File: src/rtl/bsg_cgol_pkg.sv
// Shared types and constants for the Game-of-Life board engine.
package bsg_cgol_pkg;

    typedef enum logic [1:0] {
        eIdle = 2'd0,
        eRun  = 2'd1,
        eDone = 2'd2
    } cgol_state_e;

    // Conway rule B3/S23
    localparam logic [8:0] birth_mask_def_lp   = 9'b0_0000_1000;
    localparam logic [8:0] survive_mask_def_lp = 9'b0_0000_1100;

    localparam int unsigned nbr_cnt_width_lp = 4;

endpackage

File: src/rtl/bsg_cgol_rule_cell.sv
// One board cell: state flop with seed load / generation step, neighbour count and rule lookup.
module bsg_cgol_rule_cell
    import bsg_cgol_pkg::*;
#(
    parameter logic [8:0] birth_mask_p   = birth_mask_def_lp,
    parameter logic [8:0] survive_mask_p = survive_mask_def_lp
) (
    input  logic       clk_i,
    input  logic       reset,
    input  logic       load_i,
    input  logic       seed_i,
    input  logic       step_i,
    input  logic [7:0] nbr_i,
    output logic       live_o
);

    logic                              live_q;
    logic                              live_d;
    logic [nbr_cnt_width_lp-1:0]       nbr_cnt_c;

    always_comb begin
        nbr_cnt_c = '0;
        for (int i = 0; i < 8; i++) begin
            nbr_cnt_c = nbr_cnt_c + nbr_cnt_width_lp'(nbr_i[i]);
        end
    end

    // Load has priority; it only coincides with step when the FSM is misused.
    always_comb begin
        live_d = live_q;
        if (load_i) begin
            live_d = seed_i;
        end else if (step_i) begin
            live_d = live_q ? survive_mask_p[nbr_cnt_c] : birth_mask_p[nbr_cnt_c];
        end
    end

    always_ff @(posedge clk_i) begin
        if (reset) begin
            live_q <= 1'b0;
        end else begin
            live_q <= live_d;
        end
    end

    assign live_o = live_q;

endmodule

File: src/rtl/bsg_cgol_board.sv
// Game-of-Life board: seed load, N-generation evolution, result handshake.
// Define BSG_CGOL_TORUS_EN for a toroidal board; otherwise border neighbours are dead.
module bsg_cgol_board
    import bsg_cgol_pkg::*;
#(
    parameter int unsigned width_p        = 8,
    parameter int unsigned height_p       = 8,
    parameter int unsigned max_gens_p     = 255,
    parameter logic [8:0]  birth_mask_p   = birth_mask_def_lp,
    parameter logic [8:0]  survive_mask_p = survive_mask_def_lp,
    localparam int unsigned gen_width_lp  = $clog2(max_gens_p + 1),
    localparam int unsigned cells_lp      = width_p * height_p
) (
    input  logic                    clk_i,
    input  logic                    reset,
    input  logic                    v_i,
    output logic                    ready_o,
    input  logic [cells_lp-1:0]     data_i,
    input  logic [gen_width_lp-1:0] gens_i,
    output logic                    v_o,
    output logic [cells_lp-1:0]     data_o,
    input  logic                    yumi_i
);

    cgol_state_e               state_q, state_d;
    logic [gen_width_lp-1:0]   cnt_q, cnt_d;
    logic                      load_c;
    logic                      step_c;
    logic [cells_lp-1:0]       board;

    // Board padded by one ring; ring cells are dead or wrapped copies.
    logic ext [height_p+2][width_p+2];

    for (genvar er = 0; er < height_p + 2; er++) begin : g_ext_r
        for (genvar ec = 0; ec < width_p + 2; ec++) begin : g_ext_c
            localparam int unsigned rr_lp = (er == 0) ? height_p - 1 :
                                            (er == height_p + 1) ? 0 : er - 1;
            localparam int unsigned cc_lp = (ec == 0) ? width_p - 1 :
                                            (ec == width_p + 1) ? 0 : ec - 1;
            localparam bit inside_lp = (er != 0) && (er != height_p + 1) &&
                                       (ec != 0) && (ec != width_p + 1);
            if (inside_lp) begin : g_in
                assign ext[er][ec] = board[rr_lp*width_p + cc_lp];
            end else begin : g_ring
`ifdef BSG_CGOL_TORUS_EN
                assign ext[er][ec] = board[rr_lp*width_p + cc_lp];
`else
                assign ext[er][ec] = 1'b0;
`endif
            end
        end
    end

    for (genvar r = 0; r < height_p; r++) begin : g_row
        for (genvar c = 0; c < width_p; c++) begin : g_col
            logic [7:0] nbr;
            assign nbr = {ext[r][c],   ext[r][c+1],   ext[r][c+2],
                          ext[r+1][c],                ext[r+1][c+2],
                          ext[r+2][c], ext[r+2][c+1], ext[r+2][c+2]};

            bsg_cgol_rule_cell #(
                .birth_mask_p   (birth_mask_p),
                .survive_mask_p (survive_mask_p)
            ) u_cell (
                .clk_i  (clk_i),
                .reset  (reset),
                .load_i (load_c),
                .seed_i (data_i[r*width_p + c]),
                .step_i (step_c),
                .nbr_i  (nbr),
                .live_o (board[r*width_p + c])
            );
        end
    end

    always_comb begin
        state_d = state_q;
        cnt_d   = cnt_q;
        load_c  = 1'b0;
        step_c  = 1'b0;
        unique case (state_q)
            eIdle: begin
                if (v_i) begin
                    load_c  = 1'b1;
                    cnt_d   = gens_i;
                    state_d = (gens_i != '0) ? eRun : eDone;
                end
            end
            eRun: begin
                step_c = 1'b1;
                cnt_d  = cnt_q - gen_width_lp'(1);
                if (cnt_q == gen_width_lp'(1)) begin
                    state_d = eDone;
                end
            end
            eDone: begin
                if (yumi_i) begin
                    state_d = eIdle;
                end
            end
            default: state_d = eIdle;
        endcase
    end

    always_ff @(posedge clk_i) begin
        if (reset) begin
            state_q <= eIdle;
            cnt_q   <= '0;
        end else begin
            state_q <= state_d;
            cnt_q   <= cnt_d;
        end
    end

    // Handshake outputs are held low for the whole reset pulse, not just after it.
    assign ready_o = ~reset & (state_q == eIdle);
    assign v_o     = ~reset & (state_q == eDone);
    assign data_o  = board;

    yumi_without_valid: assert property (@(posedge clk_i) disable iff (reset) yumi_i |-> v_o)
        else $error("bsg_cgol_board: yumi_i asserted while v_o is low");

endmodule

File: config.mk
export PLATFORM = sky130hd
export DESIGN_NAME = bsg_cgol_board
export DESIGN_NICKNAME = d
export VERILOG_FILES = /design/src/rtl/bsg_cgol_pkg.sv /design/src/rtl/bsg_cgol_rule_cell.sv /design/src/rtl/bsg_cgol_board.sv
export SDC_FILE = /design/constraint.sdc
export NUM_CORES = 1
export LEC_CHECK = 0
export BUFFER_PORTS_ARGS = -buffer_cell sky130_fd_sc_hd__clkbuf_2
export CORE_MARGIN = 2
export CORE_UTILIZATION = 40
export DETAILED_ROUTE_END_ITERATION = 7
export GPL_TIMING_DRIVEN = 0
export MAX_ROUTING_LAYER = met4
export PLACE_DENSITY_LB_ADDON = 0.25
export SLEW_MARGIN = 15
export SYNTH_ARGS = -nofsm -noshare
export SYNTH_HDL_FRONTEND = slang
export SYNTH_SLANG_ARGS = --single-unit
File: constraint.sdc
create_clock -name clk_i -period 4.2 [get_ports clk_i]
set_input_delay 0.42 -clock clk_i [delete_from_list [all_inputs] [get_ports clk_i]]
set_output_delay 0.42 -clock clk_i [all_outputs]
set_load 0.01 [all_outputs]
==> impl_metrics.csv <==
group,metric,value,unit
outcome,status,"finished, final reports clean",
timing,rsz0062_at_grt,"no",
worst_setup_path,start_kind,"register",
place,place_congestion,0.873,
clocking,ctsHoldBuffers,0,
clocking,cts_tree,"yes",
worst_setup_path,crit_type,"reg2reg",
die,initial_core_util,0.406,
global_routing,grt_pass1_vias,10200,
finish,nets,1976,
timing,finalCritPeriodShare,0.935,
timing,slew_viol_final,0,
worst_setup_path,cp_top_family,"adder cells",
finish,seq_area,1480,um^2
worst_setup_path,crit_arrival,4.21,ns
clocking,htree_levels,3,
worst_setup_path,worst_path_most_repeated_cell,"fa_1",
clocking,cts_resized,0,
die,coreArea,30600,um^2
finish,fillers,3076,
finish,final_area,13900,um^2
clocking,clock-sinks,74,
finish,areaGrowthSynthToFinish,12.4,%
timing,tightest_slew,1.16,ns
timing,fin_setup_tns,0,ns
worst_setup_path,cp.required,4.48,ns
die,row_count,64,
place,place_area,13600,um^2
logic_synthesis,synth_area_per_cell,8.93,um^2
pwr,p_leak,6.94,nW
clocking,clkTransAtPathRegs,0.08,ns
finish,drive_above_1_share,0.174,
clocking,post_cts_buffers,0,
route,totalWireLength,38.5,mm
logic_synthesis,yosysSeqAreaShare,0.119,
pwr,power_density,685,nW/um^2
worst_setup_path,cp_max_fo,7,
route,avgRoutedWirePerCell,19.8,um
timing,final-hold-violation-count,0,
logic_synthesis,mappedNetlistArea,12400,um^2
logic_synthesis,syn-num-nets,1825,
global_routing,grt-ovfl-total,0,
worst_setup_path,cpPeakStageDelay,0.61,ns
route,num_vias,9947,
flow_run,maxCapViolations,0,
die,pin_count,142,
timing,skew,0.0117,ns
route,ant_nets,0,
timing,setup_viol_count_final,0,
timing,period_needed,3.93,ns
logic_synthesis,yosys_register_bits,74,
clocking,numCtsBuffers,9,
pwr,p_total,9.56,mW
global_routing,grt_max_degree,14,
logic_synthesis,netlist_instances,1390,
finish,multiInputGateArea,8720,um^2
route,vias_per_cell,5.12,
route,dr.pass1.iters,5,
logic_synthesis,yosysWarnings,0,
worst_setup_path,worstPathCellList,"inv_1, fa_1, fa_1, inv_1, fa_1, inv_1, fa_1, nor4b_1, a221oi_1, or3_1, a21oi_1",
timing,max_freq,0.255,GHz
clocking,clk_latency,0.36,ns
place,port_buffers,140,
logic_synthesis,synth_cell_types,37,
die,chipHeight,180,um
finish,diodes,0,
worst_setup_path,slowest_stage,"dfxtp_1",
clocking,cts.root.buffer_cell,"clkbuf_16",
global_routing,antenna_found_initial,1,
global_routing,grt_use_total,0.251,
global_routing,grt_pass1_wl,59.8,mm
place,dpl.hpwl,29.1,mm
worst_setup_path,crit_buf_inv,3,
min_path,min_path_type,"in2reg",
clocking,max-clock-path-buffers,2,
worst_setup_path,critPathCaptureType,"register",
timing,relSlewSlack,0.226,
die,die_area,32400,um^2
die,fp.dieW,180,um
route,drc_errors,0,
route,initialDrtViolationCount,627,
pwr,ir_drop,0.246,mV
## tightest hold or removal path: stages
cell      delay, ns
clkbuf_2       0.08
nand2_1        0.04
a21oi_1        0.05
## placed cells by master, fill, tap and decap left out, drive strengths merged, types with 2 or more instances in the layout
master | synthesis | layout
a211o | 4 | 4
a211oi | 46 | 46
a21oi | 103 | 103
a221oi | 7 | 7
a22oi | 2 | 2
a31oi | 19 | 19
buf | 90 | 90
bufinv | 0 | 3
clkbuf | 14 | 164
clkinv | 0 | 2
dfxtp | 74 | 74
fa | 196 | 196
ha | 163 | 163
inv | 394 | 394
mux2i | 13 | 13
nand2 | 59 | 59
nand2b | 5 | 5
nand3 | 4 | 4
nor2 | 63 | 63
nor2b | 18 | 18
nor3 | 3 | 3
nor3b | 3 | 3
nor4 | 4 | 4
nor4b | 36 | 36
o21ai | 37 | 37
or3 | 27 | 27
## final cells by class
class / count / share of cell area
Clock buffer: 10 / 0.0164
Tap cell: 396 / 0.0355
Sequential cell: 74 / 0.106
Multi-Input combinational cell: 818 / 0.625
Clock inverter: 6 / 0.00825
Timing Repair Buffer: 140 / 0.0502
Buffer: 104 / 0.0519
Inverter: 394 / 0.106
## through the flow
stage / setup WS, ns / instances / util / hold WS, ns
after floorplan: 0.714 / 1390 / - / 0.459
after global placement: 0.368 / 1926 / 0.445 / 0.473
after detailed placement: 0.321 / 1926 / 0.445 / 0.485
after CTS: 0.284 / 1942 / 0.456 / 0.274
after global routing: 0.0630 / 1942 / 0.456 / 0.279
final: 0.272 / 1942 / 0.456 / 0.277
## where the power goes
part	switching [mW]	leakage, nW	internal [mW]
registers	0.527	0.611	0.890
logic	4.04	6.16	3.12
clock network	0.396	0.163	0.585
total	4.97	6.94	4.59
## per-layer routing
layer	GRT usage	up-vias	share of wire
met5	-	-	0
met4	0.0748	0	0.030
met3	0.0340	69	0.051
met2	0.413	284	0.48
met1	0.322	4996	0.43
li1	-	4598	-
## registers in the layout (all words and copies together) (netlist names)
| register | flops |
|---|---|
| g_row.g_col.u_cell.live_o | 64 |
| cnt_q | 8 |
| state_q | 2 |
## cells by family after synthesis
kind of cell               count (synthesis)  share of synthesized area
AOI/OAI and AO/OA                        220                      0.105
adders and majority gates                359                      0.481
buffers and inverters                    498                      0.178
DFF                                       74                      0.119
muxes                                     13                     0.0105
and+or+nand+nor                          226                      0.107
## worst paths after layout
kind | depth (start not counted) | start | end | slack [ns]
setup / recovery | 11 | g_row[3].g_col[2].u_cell.live_o | g_row[4].g_col[3].u_cell.live_o | 0.27
hold reg to reg | 2 | cnt_q[1] | cnt_q[1] | 0.50
setup reg to reg | 11 | g_row[3].g_col[2].u_cell.live_o | g_row[4].g_col[3].u_cell.live_o | 0.27
hold / removal | 3 | data_i[8] | g_row[1].g_col[0].u_cell.live_o | 0.28
## synth_stat cells, drive strengths merged
| cell type | number | area [um^2] |
|---|---|---|
| a221oi | 7 | 67.6 |
| nor2 | 63 | 236 |
| or2 | 1 | 6.26 |
| mux2i | 13 | 130 |
| buf | 90 | 672 |
| and3 | 1 | 6.26 |
| a21boi | 1 | 7.51 |
| ha | 163 | 2040 |
| nand2b | 5 | 31.3 |
| or3 | 27 | 169 |
| o21ai | 37 | 185 |
| inv | 394 | 1480 |
| and2 | 1 | 6.26 |
| nand3 | 4 | 20.0 |
| nor3 | 3 | 15.0 |
| dfxtp | 74 | 1480 |
| fa | 196 | 3920 |
| a31oi | 19 | 119 |
| o21a | 1 | 7.51 |
| a21oi | 103 | 515 |
| nor4 | 4 | 25.0 |
| a211oi | 46 | 345 |
| a22oi | 2 | 15.0 |
| and4bb | 1 | 12.5 |
| clkbuf | 14 | 52.6 |
| a211o | 4 | 35.0 |
| nor2b | 18 | 115 |
| nor4b | 36 | 440 |
| nand2 | 59 | 221 |
| nor3b | 3 | 27.5 |
(Power assumes the default switching activity.)
